==> config.mk <==
export PLATFORM = sky130hd
export DESIGN_NAME = iopmp_stimulus_gen
export DESIGN_NICKNAME = d
export VERILOG_FILES = /design/src/rtl/iopmp_stimulus_gen.sv
export SDC_FILE = /design/constraint.sdc
export NUM_CORES = 1
export LEC_CHECK = 0
export BUFFER_PORTS_ARGS = -buffer_cell sky130_fd_sc_hd__buf_4
export CAP_MARGIN = 0
export CORE_MARGIN = 2
export CORE_UTILIZATION = 35
export CTS_BUF_LIST = sky130_fd_sc_hd__clkbuf_8
export DETAILED_ROUTE_END_ITERATION = 10
export PLACE_DENSITY_LB_ADDON = 0.3
export SLEW_MARGIN = 20
export SYNTH_ARGS = -nofsm -noshare
export SYNTH_HDL_FRONTEND = slang
export SYNTH_SLANG_ARGS = --single-unit
==> constraint.sdc <==
create_clock -name clk_i -period 10.55 [get_ports clk_i]
set_clock_uncertainty 0.05 [all_clocks]
set_input_delay 0.5275 -clock clk_i [delete_from_list [all_inputs] [get_ports clk_i]]
set_output_delay 0.5275 -clock clk_i [all_outputs]
set_load 0.005 [all_outputs]
==> src/rtl/iopmp_stimulus_gen.sv <==
// Register-programmed stimulus generator: launches one IOPMP check and records the verdict.
// Optional response timeout: define IOPMP_STIMULUS_TIMEOUT_EN.
module iopmp_stimulus_gen #(
  parameter int TIMEOUT_CYCLES = 256
) (
  input  logic        clk_i,
  input  logic        rst_i,
  input  logic        reg_req_i,
  input  logic        reg_we_i,
  input  logic [15:0] reg_addr_i,
  input  logic [63:0] reg_wdata_i,
  output logic [63:0] reg_rdata_o,
  output logic        reg_ready_o,
  output logic        reg_error_o,
  output logic        chk_valid_o,
  input  logic        chk_ready_i,
  output logic [63:0] chk_addr_o,
  output logic [63:0] chk_wdata_o,
  output logic [13:0] chk_sid_o,
  output logic [1:0]  chk_access_o,
  input  logic        chk_rsp_valid_i,
  input  logic        chk_rsp_allow_i
);

  typedef enum logic [1:0] {
    IDLE,
    REQ,
    WAIT_RSP,
    DONE
  } state_t;

  localparam logic [15:0] OFF_CFG    = 16'h0000;
  localparam logic [15:0] OFF_STATUS = 16'h0008;
  localparam logic [15:0] OFF_DATA   = 16'h0010;
  localparam logic [15:0] OFF_ADDR   = 16'h0018;

  state_t      r_state;
  state_t      w_next;
  logic        r_en;
  logic [13:0] r_sid;
  logic [1:0]  r_acc;
  logic [63:0] r_data;
  logic [63:0] r_addr;
  logic        r_tr;

  logic        w_hitCfg;
  logic        w_hitStatus;
  logic        w_hitData;
  logic        w_hitAddr;
  logic        w_mapped;
  logic        w_busy;
  logic        w_reject;
  logic        w_wrOk;
  logic        w_launch;
  logic        w_expired;
  logic        w_chkValid;
  logic        w_toDone;
  logic [63:0] w_rdata;

  assign w_hitCfg    = (reg_addr_i == OFF_CFG);
  assign w_hitStatus = (reg_addr_i == OFF_STATUS);
  assign w_hitData   = (reg_addr_i == OFF_DATA);
  assign w_hitAddr   = (reg_addr_i == OFF_ADDR);
  assign w_mapped    = w_hitCfg | w_hitStatus | w_hitData | w_hitAddr;

  // Anything outside IDLE owns the transaction registers, so writes bounce until back in IDLE.
  assign w_busy   = (r_state != IDLE);
  assign w_reject = !w_mapped || (reg_we_i && (w_hitStatus || w_busy));
  assign w_wrOk   = reg_req_i && reg_we_i && !w_reject;
  assign w_launch = w_wrOk && w_hitCfg && reg_wdata_i[63];

  assign reg_ready_o = reg_req_i;
  assign reg_error_o = reg_req_i && w_reject && !rst_i;
  assign reg_rdata_o = w_rdata;

  always_comb begin
    w_rdata = '0;
    if (!rst_i && !w_reject) begin
      if (w_hitCfg)         w_rdata = {r_en, 47'd0, r_sid, r_acc};
      else if (w_hitStatus) w_rdata = {63'd0, r_tr};
      else if (w_hitData)   w_rdata = r_data;
      else if (w_hitAddr)   w_rdata = r_addr;
    end
  end

`ifdef IOPMP_STIMULUS_TIMEOUT_EN
  localparam int CW = $clog2(TIMEOUT_CYCLES) + 1;

  logic [CW-1:0] r_toCnt;

  // Counts completed WAIT_RSP cycles; expiry fires in the last permitted cycle.
  always_ff @(posedge clk_i or posedge rst_i) begin
    if (rst_i) begin
      r_toCnt <= '0;
    end else if (r_state == WAIT_RSP && w_next == WAIT_RSP) begin
      r_toCnt <= r_toCnt + CW'(1);
    end else begin
      r_toCnt <= '0;
    end
  end

  assign w_expired = (r_state == WAIT_RSP) && (r_toCnt == CW'(TIMEOUT_CYCLES - 1));
`else
  assign w_expired = 1'b0;
`endif

  always_ff @(posedge clk_i or posedge rst_i) begin
    if (rst_i) begin
      r_state <= IDLE;
    end else begin
      r_state <= w_next;
    end
  end

  always_comb begin
    w_next     = r_state;
    w_chkValid = 1'b0;
    w_toDone   = 1'b0;
    case (r_state)
      IDLE: begin
        if (w_launch) begin
          w_next = (reg_wdata_i[1:0] == 2'b00) ? DONE : REQ;
        end
      end
      REQ: begin
        w_chkValid = 1'b1;
        if (chk_ready_i) begin
          w_next = WAIT_RSP;
        end
      end
      WAIT_RSP: begin
        if (chk_rsp_valid_i || w_expired) begin
          w_next   = DONE;
          w_toDone = 1'b1;
        end
      end
      DONE: begin
        w_next = IDLE;
      end
      default: begin
        w_next = IDLE;
      end
    endcase
  end

  // EN drops on the verdict edge so software sees EN=0 together with a valid TR.
  always_ff @(posedge clk_i or posedge rst_i) begin
    if (rst_i) begin
      r_en   <= 1'b0;
      r_sid  <= '0;
      r_acc  <= '0;
      r_data <= '0;
      r_addr <= '0;
      r_tr   <= 1'b0;
    end else begin
      if (w_wrOk && w_hitData) begin
        r_data <= reg_wdata_i;
      end
      if (w_wrOk && w_hitAddr) begin
        r_addr <= reg_wdata_i;
      end
      if (w_wrOk && w_hitCfg) begin
        r_sid <= reg_wdata_i[15:2];
        r_acc <= reg_wdata_i[1:0];
      end
      if (w_launch) begin
        r_en <= 1'b1;
      end else if (w_toDone || r_state == DONE) begin
        r_en <= 1'b0;
      end
      if (w_launch) begin
        r_tr <= 1'b0;
      end else if (r_state == WAIT_RSP && chk_rsp_valid_i) begin
        r_tr <= chk_rsp_allow_i;
      end else if (w_expired) begin
        r_tr <= 1'b0;
      end
    end
  end

  assign chk_valid_o  = w_chkValid;
  assign chk_addr_o   = r_addr;
  assign chk_wdata_o  = r_data;
  assign chk_sid_o    = r_sid;
  assign chk_access_o = r_acc;

endmodule

Word-level counts from Yosys, hierarchy flattened:

Cells that the tools add are included.

* flip-flop bits (word level): 148
* bits of input ports: 87
* output and inout bits: 211
* word-level logic and storage cells: 60

* eq/ne operators: 9
* muxes and demuxes: 17
* bitwise operators: 3
* reductions and logical operators: 24

Operator list (count)
* two-way mux 64 bit: 5
* == test 16 x 5 -> 1 bit (second input constant): 2
* == test 16 x 4 -> 1 bit (second input constant): 1
* zero test 16 bit: 1
* logical AND 1 bit: 11
* two-way mux 2 bit: 4
* case mux 2 bit (4 select lines): 1
* two-way mux 1 bit: 7
* inequality test 2 bit (second input constant): 3
* nonzero test 2 bit: 3
* == test 2 bit (second input constant): 2
* zero test 2 bit: 2
* zero test 1 bit: 3
* logical OR 1 bit: 3
* bitwise OR 1 bit: 3
* AND reduction 3 bit: 1
* == test 2 x 1 -> 1 bit (second input constant): 1

Depth between registers and ports, before layout:

* word-level depth: 12
* gate-level depth with buffers: 8
* gate-level depth less buffers: 6

Worst setup path before layout:

OpenSTA, ideal clock, no wires.

* path type: input-to-output
* from: input port rst_i
* to: output port reg_error_o
* arrival: 4047 ps
* required time: 9973 ps
* slack: 5925 ps
* cell stages on the path: 2
* buffers on the path: 0
* cells stage by stage: inv_1 > o211a_1

* longest elaborated chain between the ends: 2

Ends and longest elaborated chain
* start: declaration: RTL line 7 `input logic rst_i,`
* zero test 1 bit (no line)
* logical AND 1 bit: RTL line 73 `assign reg_error_o = reg_req_i && w_reject && !rst_i;`
* end: declaration: RTL line 14 `output logic reg_error_o,`

Every way passes these cells.

Final worst setup path:

* from: register r_state[1]
* to: output port reg_rdata_o[21]

* longest elaborated chain between the ends: 7

Ends and longest elaborated chain
* start: declaration: RTL line 37 `state_t r_state;`
* start signal: assignment: RTL line 111 `r_state <= w_next;`
* nonzero test 2 bit: RTL line 67 `assign w_busy = (r_state != IDLE);`
* logical OR 1 bit: RTL line 68 `assign w_reject = !w_mapped || (reg_we_i && (w_hitStatus || w_busy));`
* logical AND 1 bit: RTL line 68
* logical OR 1 bit: RTL line 68
* zero test 1 bit: RTL line 78 `if (!rst_i && !w_reject) begin`
* logical AND 1 bit: RTL line 78
* two-way mux 64 bit: RTL line 78
* end: declaration: RTL line 12 `output logic [63:0] reg_rdata_o,`

Every way passes these cells.

==> run metrics <==
reg-to-reg setup timing slack=7520 ps; GP Congestion=between 0.7 and 0.8; setup TNS=0 ps; final slew viol count=0; count of boundary I/O pins=298; antenna violations before repair=0; RSZ-0062 raised after global routing=no; Detailed Route Iter0 Violations=170; final worst slack=approximately 7000 ps; remaining number of nets flagged by the antenna check after routing=0; clock latency at the later pin of the worst-skew pair=~440 ps; number of H-tree branching levels=4; number of buffers inserted by hold repair at cts=0; Net Count, Synth=about 600; critical path launch point type=flip-flop; Final Routed Wirelength=about 19 mm; number of DRC violations after detailed routing=0; clock transition at the register clock pins on the worst setup and hold paths after CTS=approximately 80 ps; max-capacitance violation count=0; result of the run=completed; Core Area=roughly 20000 um^2; # nets final=~890; TritonCTS clock tree=built; all-layer global routing usage=~17%; dpl ws=6890 ps; Synth Warn #=0; cell area after synthesis=between 7000 and 8000 um^2; average routed wire per standard cell=around 18 um; Max-Slew Margin vs Limit=44.5%; total clock buffers created by CTS=17; mean number of vias per cell=just under 5; Detail Placement HPWL=~13 mm; final setup vio count=0; Post-Synthesis Cells=~500; clk sinks=~150; number of I/O port buffers=~300; final hold viol count=0; most common cell after layout, fill and taps aside=sky130_fd_sc_hd__buf_4; # fillers=about 1800; post-placement cell count=between 1000 and 1500; arrival time of the worst setup path=around 3100 ps; floorplan die area=between 20000 and 25000 um^2; Peak VDD IR=between 0.00007 and 0.00008 V; type of the setup path with the least slack=reg -> out; share of cells above drive strength 1=60.3%; number of antenna diodes=0; FF+latch count, synth=around 150; highest fanout seen on the critical path=38; most used cells in the layout excluding fill and tap cells=sky130_fd_sc_hd__buf_4, sky130_fd_sc_hd__dfrtp_1, sky130_fd_sc_hd__mux2_2, sky130_fd_sc_hd__mux2_4, sky130_fd_sc_hd__mux2i_1; CTS Buffer Depth=2; Cell Count, Final, Fillers Out=between 1000 and 1500; Die W=148 um; total via count after detailed routing=5190; Least-Margin Pin Slew=832 ps; effective utilization at floorplan=35.7%; fin crit period=3690 ps; GR Overflow Total=0; largest net degree at the start of global routing=93; first-pass GRT wire length=roughly 30 mm; detailed-router iteration count before antenna repair=4; area added between synthesis and finish=38.5%; post-CTS setup buffer count=0; pwr dens=116 nW/um^2; vias in the first global route=roughly 5400; end-of-flow core utilization=between 40% and 50%; Avg Inst Size Synth=14.4 um^2; worst path required time=roughly 10000 ps; cell at the root of the clock tree=sky130_fd_sc_hd__clkbuf_8; cell row count=52; Worst setup EP type=output port; # resized after CTS=0; number of distinct standard cells referenced by the synthesized netlist=37; die height=148 um; Peak Freq=271 MHz; hold slack final=~180 ps; register area share after synthesis=about half; min-delay worst type=in -> async; Period Utilization, post-route=between 30% and 40%; reported leakage power=between 0.005 and 0.006 uW
## Yosys cell counts (all sizes together)
cell	instances	area [um^2]
mux4	1	22.5
nor4	4	40.0
o41ai	1	8.76
o2bb2ai	16	140
nand4	3	33.8
mux2	144	1880
dfrtp	148	3700
buf	21	235
nand2b	1	6.26
inv	7	26.3
a21boi	1	7.51
or4	3	30.0
nand3	4	20.0
a32o	1	10.0
nor2	52	195
nor3	2	10.0
a21oi	1	5.00
nand2	2	7.51
o22ai	1	6.26
ha	5	62.6
o221ai	1	8.76
or2	1	6.26
a211oi	1	7.51
o211a	1	10.0
mux2i	67	671
and3	2	12.5
and4b	1	10.0
clkbuf	10	37.5
and2	1	6.26
## routing by layer
metal	track usage [%]	part of all wire [%]	wire length, um
met5	0	0	0
met4	5.48	1.5	291
met3	4.26	5.1	979
met2	29.1	51	9620
met1	22.2	43	8130
## metrics by stage
stage,area (um^2),total power [uW]
4_1_cts,10000,1180
3_3_place_gp,9580,700
2_1_floorplan,7220,651
5_1_grt,10000,1220
3_5_place_dp,9580,701
6_report,10000,1160
## logic make-up (layout without fill, tap and decap cells)
logic type	Yosys count	in the layout	synth area share (%)
fa+ha+maj	5	5	0.866
compound gates	24	24	2.82
simple gates	76	76	5.23
mux	212	212	35.7
flops	148	148	51.3
buf+inv	38	342	4.14
## path summary, 6_finish.rpt
check | to | depth (start not counted) | start
max | reg_rdata_o[21] | 8 | r_state[1]$_DFFE_PP0P_
min | r_state[1]$_DFFE_PP0P_ | 2 | rst_i
max reg2reg | chk_wdata_o[60]$_DFFE_PP0P_ | 6 | r_state[1]$_DFFE_PP0P_
min reg2reg | chk_addr_o[35]$_DFFE_PP0P_ | 1 | chk_addr_o[35]$_DFFE_PP0P_
max in group asynchronous | chk_addr_o[10]$_DFFE_PP0P_ | 3 | rst_i
min in group clk_i | r_tr$_DFFE_PP0P_ | 2 | reg_wdata_i[63]
## flip-flops by register name, indices dropped and copies added, names as in the netlist
signal,count
chk_access_o,2
chk_wdata_o,64
r_state,2
chk_sid_o,14
r_en,1
chk_addr_o,64
r_tr,1
## critical path, cell delays in order (launching register included)
cell and delay [ps]:
sky130_fd_sc_hd__dfrtp_1 410, sky130_fd_sc_hd__inv_1 130, sky130_fd_sc_hd__ha_1 240, sky130_fd_sc_hd__inv_1 70, sky130_fd_sc_hd__a211oi_1 320, sky130_fd_sc_hd__nand3_2 530, sky130_fd_sc_hd__buf_4 500, sky130_fd_sc_hd__nor2_1 280
sky130_fd_sc_hd__buf_4 160
## final cells by class
class | count | area, um^2 | share of cell area (%)
tap | 270 | 338 | 3.38
clock buffer | 18 | 248 | 2.48
inverter | 7 | 31.3 | 0.313
clock inverter | 14 | 178 | 1.78
timing repair buffer | 303 | 2270 | 22.7
multi-input combinational | 317 | 3230 | 32.3
sequential | 148 | 3700 | 37.0
## where the power goes
part	leakage, uW	internal, uW	switching (uW)
clock	0.000202	243	232
combinational	0.00302	52.4	57.5
sequential	0.00206	573	4.51
(Power assumes the default switching activity.)
